==> src/rtl/fp_acc_seq_pkg.sv <==
// fp_acc_seq_pkg -- accumulator FSM states, float32 field positions and a leading-zero helper.
// Revision 1.0
`default_nettype none

package fp_acc_seq_pkg;

  typedef enum logic [1:0] {
    ST_ACCUM = 2'd0,
    ST_ADD   = 2'd1,
    ST_DONE  = 2'd2
  } state_t;

  localparam logic [31:0] FP32_ZERO = 32'h0000_0000;
  localparam int SIGN_BIT = 31;
  localparam int EXP_MSB  = 30;
  localparam int EXP_LSB  = 23;
  localparam int MANT_MSB = 22;

  // Leading zeros of a 24-bit magnitude; an all-zero input reports 24.
  function automatic logic [4:0] lzc24(input logic [23:0] v);
    lzc24 = 5'd24;
    for (int i = 0; i < 24; i++) begin
      if (v[i]) lzc24 = 5'(23 - i);
    end
  endfunction

endpackage

`default_nettype wire

==> src/rtl/fp_acc_seq_fp_add.sv <==
// fp_add -- combinational float32 adder, hidden-1 operands, truncating, no special values.
// Revision 1.0
`default_nettype none

module fp_add
  import fp_acc_seq_pkg::*;
(
  input  logic [31:0] a,
  input  logic [31:0] b,
  output logic [31:0] sum
);

  logic        w_a_big;
  logic [31:0] w_big;
  logic [31:0] w_sml;
  logic [23:0] w_m_big;
  logic [23:0] w_m_sml;
  logic [7:0]  w_exp_d;
  logic [23:0] w_m_al;
  logic [24:0] w_m_sum;
  logic [23:0] w_m_diff;
  logic [4:0]  w_lz;
  logic [23:0] w_m_norm;
  logic [7:0]  w_e_big;

  // Order by magnitude so the subtract path never goes negative.
  assign w_a_big  = a[EXP_MSB:0] >= b[EXP_MSB:0];
  assign w_big    = w_a_big ? a : b;
  assign w_sml    = w_a_big ? b : a;
  assign w_e_big  = w_big[EXP_MSB:EXP_LSB];
  assign w_m_big  = {1'b1, w_big[MANT_MSB:0]};
  assign w_m_sml  = {1'b1, w_sml[MANT_MSB:0]};
  assign w_exp_d  = w_e_big - w_sml[EXP_MSB:EXP_LSB];
  assign w_m_al   = (w_exp_d > 8'd23) ? 24'd0 : (w_m_sml >> w_exp_d);
  assign w_m_sum  = {1'b0, w_m_big} + {1'b0, w_m_al};
  assign w_m_diff = w_m_big - w_m_al;
  assign w_lz     = lzc24(w_m_diff);
  assign w_m_norm = w_m_diff << w_lz;

  always_comb begin
    sum = FP32_ZERO;
    if (w_big[SIGN_BIT] == w_sml[SIGN_BIT]) begin
      if (w_m_sum[24]) sum = {w_big[SIGN_BIT], w_e_big + 8'd1, w_m_sum[23:1]};
      else             sum = {w_big[SIGN_BIT], w_e_big, w_m_sum[MANT_MSB:0]};
    end else if (w_m_diff != 24'd0) begin
      sum = {w_big[SIGN_BIT], w_e_big - {3'b000, w_lz}, w_m_norm[MANT_MSB:0]};
    end
  end

endmodule

`default_nettype wire

==> src/rtl/fp_acc_seq.sv <==
// fp_acc_seq -- sums N_TERMS float32 terms in arrival order through one shared fp_add.
// Revision 1.0
`default_nettype none

module fp_acc_seq
  import fp_acc_seq_pkg::*;
#(
  parameter int N_TERMS = 9,
  parameter int CNT_W   = 4
) (
  input  logic        clk,
  input  logic        rst,
  input  logic        in_valid,
  output logic        in_ready,
  input  logic [31:0] in_data,
  output logic        out_valid,
  input  logic        out_ready,
  output logic [31:0] out_data,
  output logic        busy
);

  state_t             r_state;
  logic [31:0]        r_acc;
  logic [31:0]        r_op_a;
  logic [31:0]        r_op_b;
  logic [CNT_W-1:0]   r_cnt;
  logic [31:0]        w_sum;
  logic [CNT_W-1:0]   w_cnt_nx;
  logic               w_last;
  logic               w_term_zero;
  logic               w_acc_zero;
  logic               w_bypass;
  logic [31:0]        w_byp_acc;

  fp_add u_fp_add (
    .a   (r_op_a),
    .b   (r_op_b),
    .sum (w_sum)
  );

  assign w_cnt_nx    = r_cnt + 1'b1;
  assign w_last      = (w_cnt_nx == CNT_W'(N_TERMS));
  assign w_term_zero = (in_data[EXP_MSB:EXP_LSB] == 8'd0);
  assign w_acc_zero  = (r_acc[EXP_MSB:EXP_LSB] == 8'd0);
  // Zeros (and denormals) must never reach fp_add: skip zero terms, load over a zero acc.
  assign w_bypass    = w_term_zero || w_acc_zero || (r_cnt == '0);
  assign w_byp_acc   = w_term_zero ? r_acc : in_data;
  assign busy        = (r_cnt != '0) || (r_state != ST_ACCUM);

  always_ff @(posedge clk) begin
    if (rst) begin
      r_state   <= ST_ACCUM;
      r_acc     <= FP32_ZERO;
      r_cnt     <= '0;
      r_op_a    <= FP32_ZERO;
      r_op_b    <= FP32_ZERO;
      in_ready  <= 1'b1;
      out_valid <= 1'b0;
      out_data  <= FP32_ZERO;
    end else begin
      case (r_state)
        ST_ACCUM: begin
          if (in_valid && in_ready) begin
            if (w_bypass) begin
              r_acc <= w_byp_acc;
              r_cnt <= w_cnt_nx;
              if (w_last) begin
                r_state   <= ST_DONE;
                in_ready  <= 1'b0;
                out_valid <= 1'b1;
                out_data  <= w_byp_acc;
              end
            end else begin
              r_op_a   <= r_acc;
              r_op_b   <= in_data;
              r_state  <= ST_ADD;
              in_ready <= 1'b0;
            end
          end
        end
        ST_ADD: begin
          r_acc <= w_sum;
          r_cnt <= w_cnt_nx;
          if (w_last) begin
            r_state   <= ST_DONE;
            out_valid <= 1'b1;
            out_data  <= w_sum;
          end else begin
            r_state  <= ST_ACCUM;
            in_ready <= 1'b1;
          end
        end
        ST_DONE: begin
          if (out_ready) begin
            r_acc     <= FP32_ZERO;
            r_cnt     <= '0;
            r_state   <= ST_ACCUM;
            in_ready  <= 1'b1;
            out_valid <= 1'b0;
          end
        end
        default: begin
          r_state  <= ST_ACCUM;
          in_ready <= 1'b1;
        end
      endcase
    end
  end

endmodule

`default_nettype wire

==> config.mk <==
export PLATFORM = sky130hd
export DESIGN_NAME = fp_acc_seq
export DESIGN_NICKNAME = d
export VERILOG_FILES = /design/src/rtl/fp_acc_seq_pkg.sv /design/src/rtl/fp_acc_seq_fp_add.sv /design/src/rtl/fp_acc_seq.sv
export SDC_FILE = /design/constraint.sdc
export NUM_CORES = 1
export LEC_CHECK = 0
export ABC_AREA = 1
export BUFFER_PORTS_ARGS = -buffer_cell sky130_fd_sc_hd__buf_2
export CELL_PAD_IN_SITES_DETAIL_PLACEMENT = 1
export CELL_PAD_IN_SITES_GLOBAL_PLACEMENT = 2
export CORE_ASPECT_RATIO = 1.5
export CORE_MARGIN = 2
export CORE_UTILIZATION = 34
export CTS_CLUSTER_SIZE = 25
export DETAILED_ROUTE_END_ITERATION = 10
export PLACE_DENSITY_LB_ADDON = 0.15
export RECOVER_POWER = 25
export SETUP_SLACK_MARGIN = 0.5
export SLEW_MARGIN = 20
export SYNTH_ARGS = -nofsm -noshare
export SYNTH_HDL_FRONTEND = slang
export SYNTH_SLANG_ARGS = --single-unit
==> constraint.sdc <==
create_clock -name clk -period 9.7 [get_ports clk]
set_input_delay 1.455 -clock clk [delete_from_list [all_inputs] [get_ports clk]]
set_output_delay 1.455 -clock clk [all_outputs]
set_load 0.05 [all_outputs]
# After elaboration in Yosys (flattened, before gate mapping)
# Cells that the tools add are included.
[classes] n_addsub=6 n_mul=0 n_div=0 order_cmp=2 n_eq_ne=11 shifts=2 mux=61 n_bitwise=1 reduce_logical=18
[op_table] operator="32-bit 2-to-1 mux" count=12
[op_table] operator="32-bit case mux with 3 select lines" count=1
[op_table] operator="5-bit 2-to-1 mux" count=16
[op_table] operator="32-bit case mux with 2 select lines" count=1
[op_table] operator="4-bit 2-to-1 mux" count=11
[op_table] operator="31-bit greater-or-equal comparator" count=1
[op_table] operator="31-bit 2-to-1 mux" count=1
[op_table] operator="24-bit by 24-bit adder with 25-bit output" count=1
[op_table] operator="24-bit 2-to-1 mux" count=1
[op_table] operator="24-bit nonzero test" count=1
[op_table] operator="24-bit by 5-bit left shift with 23-bit output" count=1
[op_table] operator="24-bit by 8-bit >> shifter with 24-bit output" count=1
[op_table] operator="24-bit subtractor" count=1
[op_table] operator="8-bit zero test" count=2
[op_table] operator="2-bit != test (second input constant)" count=6
[op_table] operator="4-bit case mux with 3 select lines" count=1
[op_table] operator="2-bit 2-to-1 mux" count=5
[op_table] operator="1-bit 2-to-1 mux" count=9
[op_table] operator="8-bit by 1-bit adder with 8-bit output (second input constant)" count=1
[op_table] operator="8-bit by 5-bit greater-than comparator with 1-bit output (second input constant)" count=1
[op_table] operator="4-bit AND reduction" count=2
[op_table] operator="8-bit by 5-bit subtractor with 8-bit output" count=1
[op_table] operator="8-bit subtractor" count=1
[op_table] operator="1-bit case mux with 3 select lines" count=2
[op_table] operator="other kinds (17)" count=21
[totals] regBits=136 latch_bits=0 mem_bits_rw=0 romBits=0 in_bits=36 output_inout_bits=35 elab_cells=109 n_memories=0

# Depth between registers and ports, before layout
# Gate-level depths: netlist of the first run.
[depth] word_depth=35 ltp_mapped=76

# Modules after synthesis
# Synthesis of the first run repeated with hierarchy kept, for this count alone.
[hier_totals] hier_cells=2455 area_unflattened_um2=14008.4
[modules_own_cells] mod="fp_add" instances=1 cells_per_inst=1461 area_each_um2=7592.3 seq_area_each_um2=0.0
[modules_own_cells] mod="fp_acc_seq" instances=1 cells_per_inst=994 area_each_um2=6416.2 seq_area_each_um2=2722.6

# Least setup slack after synthesis of the first run
# Ideal clock, no wire load.
[synth_path] kind="register -> register" from="reg r_op_b[23]" to="reg r_acc[29]" setup_time_ps=132 t_arrival_ps=7459 path_slack_ps=2109 path_stages_with_launch=70 n_path_buf=3 period_less_slack_ps=7591 cell_sequence="dfxtp_1 > inv_1 > ha_1 > buf_4 > inv_4 > nor2_1 > nand2_1 > nor2_1 > nand2_1 > nand3_2 > nor2_4 > nand2_4 > nand2_2 > nand3b_2 > ha_1 > inv_1 > nand2_2 > nand2_1 > (+34 left out) > nand2_1 > nand2_1 > nand2_1 > nand2_1 > nand2_4 > buf_6 > inv_1 > ha_1 > fa_1 > inv_1 > a31oi_1 > or2_2 > nand3b_1 > xor2_1 > o211ai_1 > nand2_1 > nand2_1 > a21oi_1"
[synth_via] elab_chain_len=34 word_cells_on_any_way=41 classes_between="add/sub: 5; order compare: 2; eq/ne: 1; shift: 1; mux: 31; reduce/logical: 1"
[synth_lines] element="start: declaration" line="fp_acc_seq.sv:25" text="logic [31:0] r_op_b;"
[synth_lines] element="start signal: assignment" line="fp_acc_seq.sv:75" text="r_op_b <= in_data;"
[synth_lines] element="31-bit greater-or-equal comparator" line="fp_acc_seq_fp_add.sv:27" text="assign w_a_big = a[EXP_MSB:0] >= b[EXP_MSB:0];"
[synth_lines] element="32-bit 2-to-1 mux (on tied branches)" line="fp_acc_seq_fp_add.sv:28, fp_acc_seq_fp_add.sv:29"
[synth_lines] element="8-bit subtractor" line="fp_acc_seq_fp_add.sv:33" text="assign w_exp_d = w_e_big - w_sml[EXP_MSB:EXP_LSB];"
[synth_lines] element="24-bit by 8-bit >> shifter with 24-bit output or 8-bit by 5-bit greater-than comparator with 1-bit output (tied branches)" line="fp_acc_seq_fp_add.sv:34" text="assign w_m_al = (w_exp_d > 8'd23) ? 24'd0 : (w_m_sml >> w_exp_d);"
[synth_lines] element="24-bit 2-to-1 mux" line="fp_acc_seq_fp_add.sv:34"
[synth_lines] element="24-bit subtractor" line="fp_acc_seq_fp_add.sv:36" text="assign w_m_diff = w_m_big - w_m_al;"
[synth_lines] element="4-bit 2-to-1 mux (8 in a row)" line="fp_acc_seq_pkg.sv:23" text="if (v[i]) lzc24 = 5'(23 - i);"
[synth_lines] element="5-bit 2-to-1 mux (16 in a row)" line="fp_acc_seq_pkg.sv:23"
[synth_lines] element="8-bit by 5-bit subtractor with 8-bit output" line="fp_acc_seq_fp_add.sv:46" text="sum = {w_big[SIGN_BIT], w_e_big - {3'b000, w_lz}, w_m_norm[MANT_MSB:0]};"
[synth_lines] element="32-bit 2-to-1 mux" line="fp_acc_seq_fp_add.sv:45" text="end else if (w_m_diff != 24'd0) begin"
[synth_lines] element="32-bit 2-to-1 mux *" line="fp_acc_seq_fp_add.sv:42" text="if (w_big[SIGN_BIT] == w_sml[SIGN_BIT]) begin"
[synth_lines] element="32-bit case mux with 3 select lines *" line="fp_acc_seq.sv:61" text="case (r_state)"
[synth_lines] element="end signal: assignment" line="fp_acc_seq.sv:65" text="r_acc <= w_byp_acc;"
[synth_lines] element="end signal: assignment" line="fp_acc_seq.sv:82" text="r_acc <= w_sum;"
[synth_lines] element="end: declaration" line="fp_acc_seq.sv:23" text="logic [31:0] r_acc;"
# Every way passes the cells marked *; elsewhere a longest branch is shown, timed or not.
# A chain may end at the register's enable or synchronous reset.

# Worst setup path in the final report of the first run
[layout_path] from="reg r_op_a[2]" to="reg r_acc[29]"
[layout_via] elab_chain_len=34 word_cells_on_any_way=41 classes_between="add/sub: 5; order compare: 2; eq/ne: 1; shift: 1; mux: 31; reduce/logical: 1"
[layout_lines] element="start: declaration" line="fp_acc_seq.sv:24" text="logic [31:0] r_op_a;"
[layout_lines] element="start signal: assignment" line="fp_acc_seq.sv:74" text="r_op_a <= r_acc;"
[layout_lines] element="31-bit greater-or-equal comparator" line="fp_acc_seq_fp_add.sv:27"
[layout_lines] element="32-bit 2-to-1 mux (on tied branches)" line="fp_acc_seq_fp_add.sv:28, fp_acc_seq_fp_add.sv:29"
[layout_lines] element="8-bit subtractor" line="fp_acc_seq_fp_add.sv:33"
[layout_lines] element="24-bit by 8-bit >> shifter with 24-bit output or 8-bit by 5-bit greater-than comparator with 1-bit output (tied branches)" line="fp_acc_seq_fp_add.sv:34"
[layout_lines] element="24-bit 2-to-1 mux" line="fp_acc_seq_fp_add.sv:34"
[layout_lines] element="24-bit subtractor" line="fp_acc_seq_fp_add.sv:36"
[layout_lines] element="4-bit 2-to-1 mux (8 in a row)" line="fp_acc_seq_pkg.sv:23"
[layout_lines] element="5-bit 2-to-1 mux (16 in a row)" line="fp_acc_seq_pkg.sv:23"
[layout_lines] element="8-bit by 5-bit subtractor with 8-bit output" line="fp_acc_seq_fp_add.sv:46"
[layout_lines] element="32-bit 2-to-1 mux" line="fp_acc_seq_fp_add.sv:45"
[layout_lines] element="32-bit 2-to-1 mux *" line="fp_acc_seq_fp_add.sv:42"
[layout_lines] element="32-bit case mux with 3 select lines *" line="fp_acc_seq.sv:61"
# Marked as above.

==> impl_metrics.csv, run 1 <==
group,metric,value,unit
status,status,"finished, violations left",
status,violations,"capacitance limit, slew limit",
timing,timing.slew.headroom,-33.7,%
setup_path,reg2regPathDepth,66,
detailed_routing,drtIter0Drc,687,
synthesis,synth.net_count,2387,
timing,timing.final.max_slew_violations,35,
detailed_routing,via_count,15400,
timing,setup_violations,0,
grt,grt_max_degree,92,
detailed_routing,drt_pre_antenna_iters,5,
setup_path,rrSetupSlack,1.08,ns
floorplan,initial_core_util,34.5,%
cts,h-tree-depth,4,
synthesis,synth.distinct_cells,58,
min_path,worstHoldPathCells,2,
detailed_routing,viasPerCell,5.51,
flow_run,max_cap_viol_count,1,
cts,cts_buffer_depth,2,
setup_path,worstSetupEndpointType,"flop",
min_path,whs_endpoint,"out_valid",
floorplan,die_y,246,µm
synthesis,ys_top_cells_by_count,"648 x nand2_1, 236 x a21oi_1, 223 x o21ai_0",
synthesis,yosys.area.top_type,"dfxtp_1",
cts,tritoncts,"done",
synthesis,ys_top_cells_by_area,"dfxtp_1 20%, nand2_1 18%, a21oi_1 8.9%",
setup_path,slowest_delay,0.50,ns
timing,hold_violations,0,
timing,finalCritPeriodShare,88.9,%
timing,max_slew.worst_pin.slew,2.01,ns
detailed_routing,antenna_left,0,
setup_path,critPathTopFamily,"simple AND/OR/NAND/NOR gates",
synthesis,synthesis.area,0.0133,mm²
cts,cts.sinks,136,
cts,clock_latency,0.44,ns
floorplan,ios,71,
synthesis,synth_edf_count,0,
synthesis,ys_warn_count,0,
setup_path,cp-start-kind,"flop",
grt,grt_pass1_wl,92300,µm
finish,n_antenna_cell,0,
setup_path,r2r-end,"r_acc[29]",
synthesis,yosysMostFrequentCell,"nand2_1",
cts,clkTransAtPathRegs,0.07,ns
detailed_routing,wl_per_cell,22.1,µm
timing,rsz0062_at_grt,"no",
timing,setup_tns,0,ns
synthesis,ys.flop_type,"dfxtp_1",
place,dpl.hpwl,49400,µm
timing,fmax,116,MHz
finish,drive_above_1_share,11.4,%
grt,grt_pass1_vias,15900,
setup_path,r2r_start,"r_op_a[2]",
place,gp_congestion,0.891,
synthesis,ys_seq_area_share,20.5,%
setup_path,critPathMostFrequentCell,"nand2_1",
grt,grt-ovfl-total,0,
detailed_routing,route.detailed.drc,0,
setup_path,required,9.99,ns
synthesis,async_flop_share,0,%
grt,grt_antenna_before_repair,2,
finish,area_growth,14.1,%
cts,cts_root_buffer,"clkbuf_16",
detailed_routing,routed_wl,61800,µm
grt,grt_usage,30.3,%
synthesis,netlist.area_leader.share,20.5,%
synthesis,ys_ff_latch,136,
timing,fin_skew,0.0130,ns
floorplan,die_area,0.0408,mm²
min_path,hp-class,"reg -> reg",
setup_path,crit_type,"reg -> reg",
place,port_buffers,70,
timing,period_needed,8.62,ns
synthesis,synth.avg_cell_area,5.89,µm²
synthesis,synth_cells,2259,
setup_path,arrival,8.91,ns
cts,cts_buffers,17,
setup_path,crit_fanout,7,
floorplan,die_x,166,µm
floorplan,rows,88,
floorplan,coreArea,0.0385,mm²
setup_path,crit_slowest_cell,"dfxtp_1",
setup_path,worst-path-buf-inv,7,
min_path,hold_start,"out_valid",
finish,nNetsFinal,2415,
==> metal layers <==
layer  share of wire [%]  global-route usage (%)
met1                  38                    31.8
met5               0.036                       0
met3                 2.2                    2.69
met2                  53                    56.8
met4                 7.3                    19.1
==> worst register-to-register path, delay by kind of cell, from the launching register on <==
family / cells / cell delay, ns
AOI/OAI and AO/OA: 10 / 1.55
DFF: 1 / 0.50
buffers and inverters: 7 / 0.66
adders and majority gates: 6 / 1.78
xor gates and xnor gates: 2 / 0.35
and+or+nand+nor: 41 / 3.66
==> layout by cell type (no fill, tap or decap), types with 6 or more instances in the layout <==
cell type | netlist | final
buf_2 | 9 | 34
a21oi_2 | 3 | 13
ha_4 | 0 | 10
nand3_1 | 147 | 145
nand2_1 | 648 | 635
nor2_2 | 3 | 10
inv_1 | 222 | 212
ha_1 | 89 | 74
inv_2 | 9 | 16
dfxtp_1 | 136 | 133
nand2_2 | 14 | 25
buf_4 | 3 | 49
o21ai_1 | 20 | 34
a31oi_1 | 22 | 21
nor3_1 | 10 | 10
nand3_2 | 6 | 10
clkbuf_1 | 94 | 41
o211ai_1 | 34 | 34
xor2_2 | 0 | 6
xor2_1 | 35 | 28
a211oi_2 | 0 | 8
nand4_1 | 8 | 8
a21oi_1 | 236 | 226
clkbuf_16 | 0 | 17
o21ai_0 | 223 | 208
nor2_1 | 176 | 168
o31ai_1 | 7 | 6
==> flip-flops by register name (all words and copies together) (netlist names) <==
| signal | flops |
|---|---|
| in_ready | 1 |
| r_state | 2 |
| r_cnt | 4 |
| out_valid | 1 |
| r_acc | 32 |
| out_data | 32 |
| r_op_b | 32 |
| r_op_a | 32 |
==> worst max-delay path by stage <==
| stage | start | end | slack (ns) | cells past startpoint |
|---|---|---|---|---|
| global route | r_op_b[30] | r_acc[29] | 0.43 | 59 |
| finish | r_op_a[2] | r_acc[29] | 1.08 | 66 |
| CTS | r_op_b[26] | r_acc[30] | 0.53 | 61 |
| floorplan | r_op_b[23] | r_acc[29] | 2.11 | 69 |
| global placement | r_op_b[26] | r_acc[30] | 0.68 | 56 |
| detailed placement | r_op_b[26] | r_acc[30] | 0.43 | 56 |
==> cell type report <==
cell class,count,area (µm²)
fill,5286,23300
multi-input combinational,1771,9670
sequential,136,2730
inverter,237,918
timing repair buffer,123,703
tap,495,619
clock buffer,20,437
clock inverter,12,118
timing repair inverter,1,5.00
==> metrics by stage <==
stage	area, µm²	std cells	util [%]	worst slack (ns)	hold WS (ns)
2_1_floorplan	13300	2259	-	2.11	0.448
3_3_place_gp	14000	2736	36.4	0.683	0.436
3_5_place_dp	14000	2736	36.4	0.425	0.445
4_1_cts	14600	2771	37.9	0.533	0.455
5_1_grt	15200	2795	39.4	0.429	0.502
6_report	15200	2795	39.4	1.08	0.453
==> repair_timing <==
| item | CTS | global route |
|---|---|---|
| gates cloned | 1 | 3 |
| pin swaps | 1 | 15 |
| setup endpoints to repair | 3 | 59 |
| hold buffers | 0 | 0 |
| buffers inserted | 2 | 21 |
| gates resized for setup | 2 | 121 |
==> cells by family (layout without fill, tap and decap cells) <==
family	after synthesis	in the layout	synth area share, %
simple gates	1049	1052	33.4
compound gates	581	581	23.7
buf+inv	355	393	10.5
flops	136	136	20.5
fa+ha+maj	92	92	8.82
xor+xnor	41	41	2.70
mux	5	5	0.376
Power of run 1 is not shown: default switching activity piles up to over one toggle a cycle in this logic, so the estimate is an artifact.
==> run 2, diff against run 1 <==
--- a/config.mk
+++ b/config.mk
@@ -11,8 +11,7 @@
 export CELL_PAD_IN_SITES_GLOBAL_PLACEMENT = 2
 export CORE_ASPECT_RATIO = 1.5
 export CORE_MARGIN = 2
-export CORE_UTILIZATION = 34
-export CTS_CLUSTER_SIZE = 25
+export CORE_UTILIZATION = 36
 export DETAILED_ROUTE_END_ITERATION = 10
 export PLACE_DENSITY_LB_ADDON = 0.15
 export RECOVER_POWER = 25
==> constraint.sdc (replaced) <==
create_clock -name clk -period 10.3 [get_ports clk]
set_input_delay 1.545 -clock clk [delete_from_list [all_inputs] [get_ports clk]]
set_output_delay 1.545 -clock clk [all_outputs]
set_load 0.05 [all_outputs]
==> run 2 against run 1 <==
The flow still finishes with violations (capacitance limit, slew limit); critical path depth down 11; cell area is 3.0% lower; clock-buffer cell count down 1; routed wire length is 1.9% lower; first-iteration DRC count increased by 23%; maximum frequency shrank 4.1%; core utilization increased by 0.85 points; register-to-register slack better by 0.23 ns; worst setup slack gained 0.23 ns; flip-flop and latch count unchanged; global-route usage is 1.0 points higher; sequential share of layout area up 0.53 points.
==> impl_metrics.csv, run 2 (synthesized netlist as in run 1, its figures left out) <==
group,metric,value,unit
floorplan,die_x,161,µm
timing,timing.slew.headroom,-23.0,%
flow_run,max_cap_viol_count,1,
floorplan,die_area,0.0386,mm²
timing,fmax,111,MHz
floorplan,ios,71,
timing,hold_violations,0,
finish,drive_above_1_share,7.72,%
grt,grt_pass1_wl,91700,µm
detailed_routing,drt_pre_antenna_iters,5,
timing,finalCritPeriodShare,87.3,%
grt,grt_usage,31.3,%
place,dpl.hpwl,48700,µm
cts,tritoncts,"done",
detailed_routing,route.detailed.drc,0,
floorplan,die_y,240,µm
setup_path,crit_type,"reg -> reg",
detailed_routing,via_count,15300,
finish,area_growth,10.7,%
status,violations,"capacitance limit, slew limit",
setup_path,required,10.59,ns
cts,cts_buffers,17,
setup_path,crit_slowest_cell,"ha_1",
timing,holdWs,0.454,ns
floorplan,coreArea,0.0366,mm²
detailed_routing,drtIter0Drc,848,
grt,grt-ovfl-total,0,
timing,rsz0062_at_grt,"no",
cts,clock_latency,0.45,ns
finish,layout_common_cells,"647 x nand2_1, 236 x a21oi_1, 222 x inv_1",
cts,h-tree-depth,4,
min_path,worstHoldPathCells,2,
timing,setup_tns,0,ns
timing,timing.final.max_slew_violations,35,
finish,layout_commonest_cell,"nand2_1",
cts,cts_buffer_depth,2,
place,port_buffers,70,
timing,period_needed,8.99,ns
place,gp_congestion,0.931,
place,post-place-ws,0.548,ns
timing,fin_skew,0.0168,ns
grt,grt_antenna_before_repair,0,
cts,cts.sinks,136,
timing,setup_slack,1.31,ns
setup_path,cp-start-kind,"flop",
setup_path,slowest_delay,0.88,ns
setup_path,worstSetupEndpointType,"flop",
floorplan,rows,86,
floorplan,initial_core_util,36.4,%
setup_path,reg2regPathDepth,55,
grt,grt_pass1_vias,15800,
min_path,hp-class,"reg -> reg",
finish,nNetsFinal,2394,
timing,max_slew.worst_pin.slew,1.84,ns
cts,cts_root_buffer,"clkbuf_16",
cts,clkTransAtPathRegs,0.06,ns
setup_path,crit_fanout,29,
detailed_routing,viasPerCell,5.52,
setup_path,arrival,9.28,ns
cts,post_cts_hold_buffer_count,0,
detailed_routing,antenna_left,0,
detailed_routing,wl_per_cell,21.9,µm
status,status,"finished, violations left",
timing,setup_violations,0,
finish,n_antenna_cell,0,
grt,grt_max_degree,87,
setup_path,critPathMostFrequentCell,"nand2_1",
detailed_routing,routed_wl,60600,µm
run 2: changes by cell type in the layout (fill, tap and decap cells not counted), moves of 10 or more:
cell / delta
o21ai_0: +13
buf_4: -20
ha_1: +11
a21oi_1: +10
nand2_1: +12
a21oi_2: -10
inv_1: +10
o21ai_1: -12
nand2_2: -11
run 2: worst paths after layout:
check | startpoint | endpoint | slack, ns
setup / recovery | r_op_b[29] | r_acc[28] | 1.31
hold / removal | out_valid | out_valid | 0.45
setup reg to reg | r_op_b[29] | r_acc[28] | 1.31
hold reg to reg | out_valid | out_valid | 0.45
run 2: metal layers:
layer  track usage, %  share of wire, %  vias to the layer above
met1             33.5                38                     7366
met2             60.0                53                      316
met4             17.0               6.2                        0
met5                0                 0                        -
met3             2.68               2.9                      141
li1                 -                 -                     7441
run 2: timing repair:
item | 4_1_cts | 5_1_grt
setup buffers | 0 | 10
gates resized for setup | 0 | 24
setup endpoints to repair | 0 | 60
run 2: area by class of cell:
type,instances,area (µm²)
clock buffers,19,453
clock inverters,13,143
fillers,5013,21900
inverters,237,900
multi-input cells,1771,9350
flip-flops and latches,136,2720
well taps,484,606
repair buffers,103,556
run 2: worst max-delay path, delay by kind of cell (launching register included):
family	cells	cell delay [ns]
flops	1	0.34
buf+inv	6	0.76
fa+ha+maj	5	2.25
simple gates	30	3.12
compound gates	14	2.32
run 2: metrics by stage:
stage / utilization (%) / cell area [µm²] / std cells
6_report: 40.3 / 14700 / 2763
5_1_grt: 40.3 / 14700 / 2763
4_1_cts: 39.8 / 14600 / 2750
3_5_place_dp: 38.2 / 14000 / 2718
3_3_place_gp: 38.2 / 14000 / 2718
2_1_floorplan: - / 13300 / 2259
Power of run 2 is left out for the same reason.
